`src/rtl/pixel_mem_arbiter_pkg.sv`:
```
// Shared definitions for the pixel/scanout memory arbiter.
// Holds the FSM state encoding, the default framebuffer geometry and the
// starvation limit used by the arbiter top level.
package pixel_mem_arbiter_pkg;

    typedef enum logic [2:0] {
        S_IDLE    = 3'd0,
        S_VGA_RD  = 3'd1,
        S_RMW_RD  = 3'd2,
        S_RMW_MOD = 3'd3,
        S_RMW_WR  = 3'd4,
        S_ERR     = 3'd5
    } state_t;

    localparam int DEF_FB_Y0          = 80;
    localparam int DEF_FB_W           = 640;
    localparam int DEF_FB_H           = 400;
    localparam int DEF_STARVE_LIMIT   = 8;
    localparam int FB_WORDS_PER_LINE  = DEF_FB_W / 16;

endpackage

```
`src/rtl/pixel_mem_arbiter_addr_map.sv`:
```
// pixel_addr_map: combinational pixel coordinate -> framebuffer word mapping.
// Ports:
//   x, y      in   11  pixel column / row (screen coordinates)
//   word      out  16  RAM word address holding the pixel
//   bit_idx   out  4   bit within the word (15 = leftmost pixel)
//   in_range  out  1   coordinate lies inside the framebuffer
module pixel_addr_map #(
    parameter int FB_Y0 = 80,
    parameter int FB_W  = 640,
    parameter int FB_H  = 400
) (
    input  logic [10:0] x,
    input  logic [10:0] y,
    output logic [15:0] word,
    output logic [3:0]  bit_idx,
    output logic        in_range
);
    localparam logic [15:0] WPL    = 16'(FB_W / 16);
    localparam logic [11:0] X_END  = 12'(FB_W);
    localparam logic [11:0] Y_LO   = 12'(FB_Y0);
    localparam logic [11:0] Y_END  = 12'(FB_Y0 + FB_H);

    logic [15:0] row;

    // Out-of-range rows wrap here; the result is ignored in that case.
    assign row      = {5'b0, y} - 16'(FB_Y0);
    assign word     = row * WPL + {9'b0, x[10:4]};
    assign bit_idx  = 4'd15 - x[3:0];
    assign in_range = ({1'b0, x} < X_END) && ({1'b0, y} >= Y_LO) && ({1'b0, y} < Y_END);

endmodule

```
`src/rtl/pixel_mem_arbiter.sv`:
```
// pixel_mem_arbiter: shares one single-port framebuffer RAM between VGA
// scanout reads and single-pixel read-modify-write updates.
// Ports:
//   clk, rst_n                       clock, async active-low reset
//   vga_req/vga_addr/vga_gnt         scanout read request / address / accept
//   vga_valid/vga_rdata              scanout read data (one cycle after grant)
//   px_req/px_x/px_y/px_val/px_ack   pixel set/clear request and accept
//   px_done/px_err                   pixel completion pulse / out-of-range flag
//   mem_addr/mem_we/mem_wdata        RAM command
//   mem_rdata                        RAM read data, one-cycle latency
// Optional feature: define PIXEL_READBACK_EN to add px_old, the prior pixel
// value, valid with px_done (0 on error).
module pixel_mem_arbiter
    import pixel_mem_arbiter_pkg::*;
#(
    parameter int FB_Y0        = DEF_FB_Y0,
    parameter int FB_W         = DEF_FB_W,
    parameter int FB_H         = DEF_FB_H,
    parameter int STARVE_LIMIT = DEF_STARVE_LIMIT
) (
    input  logic        clk,
    input  logic        rst_n,
    input  logic        vga_req,
    input  logic [15:0] vga_addr,
    output logic        vga_gnt,
    output logic        vga_valid,
    output logic [15:0] vga_rdata,
    input  logic        px_req,
    input  logic [10:0] px_x,
    input  logic [10:0] px_y,
    input  logic        px_val,
    output logic        px_ack,
    output logic        px_done,
    output logic        px_err,
    output logic [15:0] mem_addr,
    output logic        mem_we,
    output logic [15:0] mem_wdata,
    input  logic [15:0] mem_rdata
`ifdef PIXEL_READBACK_EN
    ,
    output logic        px_old
`endif
);
    localparam int SW = $clog2(STARVE_LIMIT + 1);
    localparam logic [SW-1:0] LIMIT = SW'(STARVE_LIMIT);

    state_t      state, state_next;
    logic [SW-1:0] starve;
    logic [15:0] addr_q;
    logic [15:0] word_q;
    logic [3:0]  bit_q;
    logic        val_q;
    logic [15:0] data_q;
    logic [15:0] map_word;
    logic [3:0]  map_bit;
    logic        map_in_range;
    logic [15:0] mask;

    pixel_addr_map #(.FB_Y0(FB_Y0), .FB_W(FB_W), .FB_H(FB_H)) u_map (
        .x        (px_x),
        .y        (px_y),
        .word     (map_word),
        .bit_idx  (map_bit),
        .in_range (map_in_range)
    );

    assign mask = 16'h0001 << bit_q;

    always_comb begin
        state_next = state;
        vga_gnt    = 1'b0;
        vga_valid  = 1'b0;
        vga_rdata  = 16'h0000;
        px_ack     = 1'b0;
        px_done    = 1'b0;
        px_err     = 1'b0;
        mem_addr   = addr_q;
        mem_we     = 1'b0;
        mem_wdata  = 16'h0000;
        case (state)
            S_IDLE: begin
                // Scanout normally wins; a saturated starvation count hands
                // the slot to the waiting pixel request.
                if (px_req && (!vga_req || starve == LIMIT)) begin
                    px_ack     = 1'b1;
                    state_next = map_in_range ? S_RMW_RD : S_ERR;
                end else if (vga_req) begin
                    vga_gnt    = 1'b1;
                    mem_addr   = vga_addr;
                    state_next = S_VGA_RD;
                end
            end
            S_VGA_RD: begin
                vga_valid  = 1'b1;
                vga_rdata  = mem_rdata;
                state_next = S_IDLE;
            end
            S_RMW_RD: begin
                mem_addr   = word_q;
                state_next = S_RMW_MOD;
            end
            S_RMW_MOD: begin
                state_next = S_RMW_WR;
            end
            S_RMW_WR: begin
                mem_addr   = word_q;
                mem_we     = 1'b1;
                mem_wdata  = data_q;
                px_done    = 1'b1;
                state_next = S_IDLE;
            end
            S_ERR: begin
                px_done    = 1'b1;
                px_err     = 1'b1;
                state_next = S_IDLE;
            end
            default: state_next = S_IDLE;
        endcase
    end

`ifdef PIXEL_READBACK_EN
    logic old_q;
    assign px_old = (state == S_RMW_WR) ? old_q : 1'b0;
`endif

    always_ff @(posedge clk or negedge rst_n) begin
        if (!rst_n) begin
            state  <= S_IDLE;
            starve <= '0;
            addr_q <= 16'h0000;
            word_q <= 16'h0000;
            bit_q  <= 4'h0;
            val_q  <= 1'b0;
            data_q <= 16'h0000;
`ifdef PIXEL_READBACK_EN
            old_q  <= 1'b0;
`endif
        end else begin
            state  <= state_next;
            // Remember whatever address was presented so it holds when idle.
            addr_q <= mem_addr;
            if (!px_req || px_ack)
                starve <= '0;
            else if (vga_gnt && starve != LIMIT)
                starve <= starve + 1'b1;
            if (px_ack) begin
                word_q <= map_word;
                bit_q  <= map_bit;
                val_q  <= px_val;
            end
            if (state == S_RMW_MOD) begin
                data_q <= val_q ? (mem_rdata | mask) : (mem_rdata & ~mask);
`ifdef PIXEL_READBACK_EN
                old_q  <= mem_rdata[bit_q];
`endif
            end
        end
    end

endmodule

```
`config.mk`:
```
export PLATFORM = sky130hd
export DESIGN_NAME = pixel_mem_arbiter
export DESIGN_NICKNAME = d
export VERILOG_FILES = /design/src/rtl/pixel_mem_arbiter_pkg.sv /design/src/rtl/pixel_mem_arbiter_addr_map.sv /design/src/rtl/pixel_mem_arbiter.sv
export SDC_FILE = /design/constraint.sdc
export NUM_CORES = 1
export LEC_CHECK = 0
export CAP_MARGIN = 10
export CELL_PAD_IN_SITES_DETAIL_PLACEMENT = 1
export CELL_PAD_IN_SITES_GLOBAL_PLACEMENT = 2
export CORE_MARGIN = 3
export CORE_UTILIZATION = 30
export DETAILED_ROUTE_END_ITERATION = 6
export GPL_ROUTABILITY_DRIVEN = 0
export PLACE_DENSITY_LB_ADDON = 0.1
export SYNTH_ARGS = -nofsm -noshare
export SYNTH_HDL_FRONTEND = slang
export SYNTH_SLANG_ARGS = --single-unit
```
`constraint.sdc`:
```
create_clock -name clk -period 6.2 [get_ports clk]
set_input_delay 0.93 -clock clk [delete_from_list [all_inputs] [get_ports clk]]
set_output_delay 0.93 -clock clk [all_outputs]
set_load 0.005 [all_outputs]
```
; After elaboration in Yosys (flattened, before gate mapping)
; Cells that the tools add are included.
[classes]
bitwise = 3
n_mul = 1
order_cmp = 3
n_reduce_logical = 12
n_mux = 21
eq_ne = 8
addsub = 4
shift = 1
[ops]
columns = operator, n
row1 = two-way mux 16 bit, 5
row2 = case mux 16 bit (2 select lines), 1
row3 = adder 16 x 7 -> 16 bit, 1
row4 = AND 16 bit, 1
row5 = "multiplier 16 x 3 -> 13 bit, second input constant", 1
row6 = NOT 16 bit, 1
row7 = bitwise OR 16 bit, 1
row8 = "<< shifter 1 x 4 -> 16 bit, first input constant", 1
row9 = "subtractor 11 x 7 -> 12 bit, second input constant", 1
row10 = ">= comparator 11 x 7 -> 1 bit, second input constant", 1
row11 = "less-than comparator 11 x 10 -> 1 bit, second input constant", 1
row12 = "less-than comparator 11 x 9 -> 1 bit, second input constant", 1
row13 = two-way mux 1 bit, 9
row14 = two-way mux 3 bit, 3
row15 = case mux 3 bit (3 select lines), 1
row16 = two-way mux 4 bit, 2
row17 = "== test 3 x 2 -> 1 bit, second input constant", 2
row18 = "== test 3 bit, second input constant", 2
row19 = "adder 4 x 1 -> 4 bit, second input constant", 1
row20 = "== test 4 bit, second input constant", 1
row21 = logical AND 1 bit, 4
row22 = "inequality test 4 bit, second input constant", 1
row23 = OR reduction 2 bit, 2
row24 = "subtractor 4 bit, first input constant", 1
row25 = 6 further kinds, 8
[word_totals]
in_bits = 59
elab_cells = 60
out_inout_bits = 54
reg_bits = 60

; Depth between registers and ports, before layout
[depth]
word_depth = 8
mapped_depth = 15

; Hierarchy
; From an unflattened synthesis, not the netlist that was laid out.
[unflattened]
hier_cells = 417
area_unflattened_um2 = 4204.0
[modules_own_cells]
columns = module, area_per_inst_um2, n_inst, cells_per_inst, seq_area_each_um2
row1 = pixel_mem_arbiter, 3101.7, 1, 275, 1501.4
row2 = pixel_addr_map, 1102.3, 1, 142, 0.0

; Worst setup path before layout
; No wires, ideal clock.
[synth_timing]
path_type = input -> register
startpoint = in px_y[4]
endpoint = reg word_q[15]
slack_ns = 2.503
path_buffers = 1
path_stages = 15
arrival_ns = 3.565
t_required_ns = 6.068
setup_ns = 0.132
path_cell_list = inv_1 -> ha_1 -> inv_1 -> a21oi_1 -> xor2_1 -> ha_1 -> ha_1 -> buf_2 -> nor2b_1 -> o311ai_0 -> o311ai_4 -> nand4_2 -> a2111oi_4 -> xnor2_1 -> o21ai_1
[synth_between]
elab_chain_len = 3
[synth_lines]
columns = item, line
row1 = "start, declared", pixel_mem_arbiter.sv:30  ; input logic [10:0] px_y,
row2 = subtractor 11 x 7 -> 12 bit, pixel_mem_arbiter_addr_map.sv:26  ; assign row = {5'b0, y} - 16'(FB_Y0);
row3 = multiplier 16 x 3 -> 13 bit, pixel_mem_arbiter_addr_map.sv:27  ; assign word = row * WPL + {9'b0, x[10:4]};
row4 = adder 16 x 7 -> 16 bit, pixel_mem_arbiter_addr_map.sv:27
row5 = "end signal, assigned", pixel_mem_arbiter.sv:147  ; word_q <= map_word;
row6 = "end, declared", pixel_mem_arbiter.sv:50  ; logic [15:0] word_q;
; No other way between the ends.
; A chain may end at the register's enable or synchronous reset.

; Worst setup path after layout
[layout_timing]
startpoint = in px_req
endpoint = out mem_addr[11]
[layout_between]
elab_chain_len = 3
[layout_lines]
columns = item, line
row1 = "start, declared", pixel_mem_arbiter.sv:28  ; input logic px_req,
row2 = logical AND 1 bit, pixel_mem_arbiter.sv:84  ; if (px_req && (!vga_req || starve == LIMIT)) begin
row3 = two-way mux 16 bit, pixel_mem_arbiter.sv:84
row4 = case mux 16 bit (2 select lines), pixel_mem_arbiter.sv:80  ; case (state)
row5 = "end, declared", pixel_mem_arbiter.sv:35  ; output logic [15:0] mem_addr,
; No other way between the ends.

==> run metrics <==
vias after detailed routing=3,695; Yosys cell types=54; commonest non-fill, non-tap cells in the layout=clkdlybuf4s50_1 (111), nand2_1 (92), dfrtp_1 (60), o21ai_0 (44), and2_1 (37); area of the core=12,900 um2; mux share of post-synthesis cell area=3.96%; Hold Fails Final Rpt=0; largest net degree at the start of global routing=61; DR WL/cell=16.1 um; Post-Synth Simple-Gate Area=24.5%; final setup margin=1.66 ns; Setup TNS Final=0 ns; Worst-Margin Slew=1.05 ns; first drt pass iteration count=4; critical path's slowest cell=nor2_1; Post-synth EDFFs=0; H-tree Lvls=3; reg2reg end=addr_q[11]; Post-Syn Instances=466; post-route ant nets=0; most common cell after layout, fill and taps aside=clkdlybuf4s50_1; Worst R2R Start=starve[0]; adder and majority cell fraction of the synthesized area=9.33%; share of cells above drive strength 1=6.19%; hold_buf cts=0; CTS tree=yes; Overall Global Routing Usage=17.3%; CP arrival=3.61 ns; first-pass GRT wire length=20,300 um; die width=122 um; Worst Hold Launch=addr_q[6]; vias per cell=4.90; Min-Delay Path Depth=2; Max clock buf depth=2; relative slew slack=29.8%; slowest stage delay, CP=0.81 ns; drt initial violations=177; YS warnings=0; Final HPWL DP=9560 um; min Tclk post-route=4.54 ns; min-delay worst type=flop to flop; Post-CTS Setup Inserts=0; outcome=completed; Worst Clk Skew=0.00506 ns; MaxCap Viol Count=0; Die Y=122 um; Mapped Area=4050 um2; worst-case reg-to-reg path depth=10; CP cell instances=clkdlybuf4s50_1, nand2_1, and3_1, buf_4, nor2_1, nand2_1, nand2_1, clkdlybuf4s50_1; Post-route DRC=0; Post-Place Worst Slack=1.58 ns; crit end category=primary output; RSZ-0062 raised after global routing=false; period utilization=73.2%; syn nets=554; Seq cells post-synth=60; Total Wirelength=12,200 um; CTS Buf Count=9; synth-to-layout area growth=39.8%; IO Count=113; CP Buf/Inv Count=3; sequential share of the synthesized area=37.1%; vias in the first global route=3,790; main combinational cell family by area after synthesis=simple AND/OR/NAND/NOR gates; Max IR drop VDD=130 uV; Pwr Density=325 nW/um2; synthesized area per cell=8.69 um2; Clock Tree Root=clkbuf_16; Worst-path clk slew=0.06 ns; grt total ovfl=0; startpoint types=input pin; final net count=665; FF-to-FF setup slack=3.70 ns; Post-Synth XOR/XNOR Area=4.11%; Post-synth ARST share=100%; WS Path Type=input pin to primary output; row count=41; Antenna diodes=0; Worst-Skew Late Latency=0.33 ns; Port Buffers=112; clk sinks=60; Worst Hold End=addr_q[6]; Synth Flop Type=dfrtp_1; Compound-Gate Fraction of Synth Area=17.8%; post-cts gate resize count=0; Die ar.=14,900 um2; CP required=5.27 ns; Static Leakage=2.44 nW; highest clock rate=0.220 GHz; CP delay by family, top=simple AND/OR/NAND/NOR gates; Final Setup Violations=0; Crit Path Max Fanout=18; fin. max-slew vios=0; antenna violations before repair=0; fill count=1,498; critical path's most frequent cell=nand2_1; Initial Util=31.3%
-- synth_stat cells, types with 8 or more instances --
| cell type | n | share of area (%) |
|---|---|---|
| a21oi_1 | 12 | 1.5 |
| a22oi_1 | 17 | 3.2 |
| and2_1 | 37 | 5.7 |
| clkbuf_1 | 17 | 1.6 |
| dfrtp_1 | 60 | 37 |
| ha_1 | 27 | 8.3 |
| inv_1 | 15 | 1.4 |
| mux2i_1 | 16 | 4.0 |
| nand2_1 | 92 | 8.5 |
| nand2b_1 | 8 | 1.2 |
| nor2_1 | 22 | 2.0 |
| nor3_1 | 12 | 1.5 |
| o21ai_0 | 44 | 5.4 |
| xnor2_1 | 11 | 2.4 |
| xor2_1 | 8 | 1.7 |
-- worst register-to-register path, stage by stage (launching register included) --
cell and delay, ns:
dfrtp_1 0.44, inv_1 0.09, ha_1 0.15, nand3b_1 0.10, nand2_1 0.08, nand2_1 0.06
and3_1 0.19, buf_4 0.20, nor2_1 0.82, nand2_1 0.15, nand2_1 0.15
-- logic make-up (layout without fill, tap and decap cells) --
logic type / Yosys count / in the layout
AND/OR/NAND/NOR: 203 / 203
AO/OA/AOI/OAI: 105 / 105
flip-flops: 60 / 60
buffers and inverters: 34 / 150
adder cells (fa/ha/maj): 29 / 29
XOR/XNOR: 19 / 19
multiplexers: 16 / 16
-- flip-flops by register name, indices dropped and copies added, names as in the netlist --
register / cells
starve: 4
addr_q: 16
bit_q: 4
state: 3
val_q: 1
word_q: 16
data_q: 16
-- power by group --
part           internal (mW)  total [mW]  switching, mW
sequential             0.550       0.656          0.106
clock                  0.282       0.464          0.183
combinational          0.365       0.718          0.353
total                   1.20        1.84          0.641
-- per-stage QoR --
step	cells	hold slack [ns]	cell area, um2	total power, mW	util [%]
finish	754	0.471	5660	1.84	43.8
global route	754	0.502	5660	1.99	43.8
CTS	752	0.475	5620	1.87	43.5
detailed placement	736	0.461	5350	1.39	41.3
global placement	736	0.456	5350	1.36	41.3
floorplan	466	0.442	4050	1.04	-
-- how the worst max path moves through the flow --
stage / start / to / slack (ns) / cells past startpoint
2_1_floorplan: px_y[4] / word_q[15] / 2.50 / 15
3_3_place_gp: px_req / mem_addr[8] / 1.76 / 8
3_5_place_dp: px_y[4] / word_q[15] / 1.58 / 15
4_1_cts: px_req / mem_addr[1] / 1.60 / 8
5_1_grt: px_req / mem_addr[0] / 1.33 / 8
6_report: px_req / mem_addr[11] / 1.66 / 8
-- metal layers --
metal / up-vias / share of wire (%) / GRT usage [%]
met5: - / 0 / 0
met4: 0 / 1.7 / 5.60
met3: 15 / 5.2 / 4.09
met2: 86 / 43 / 25.8
met1: 1754 / 50 / 24.6
li1: 1840 / - / -
-- layout make-up --
| class | count | area (um2) | share of cell area, % |
|---|---|---|---|
| tap | 172 | 215 | 3.80 |
| multi-input combinational | 372 | 2420 | 42.7 |
| clock inverter | 5 | 36.3 | 0.641 |
| clock buffer | 11 | 243 | 4.29 |
| inverter | 15 | 56.3 | 0.995 |
| timing repair buffer | 119 | 1190 | 21.0 |
| sequential | 60 | 1500 | 26.5 |
Note: power is estimated with default switching activity, not from simulation.
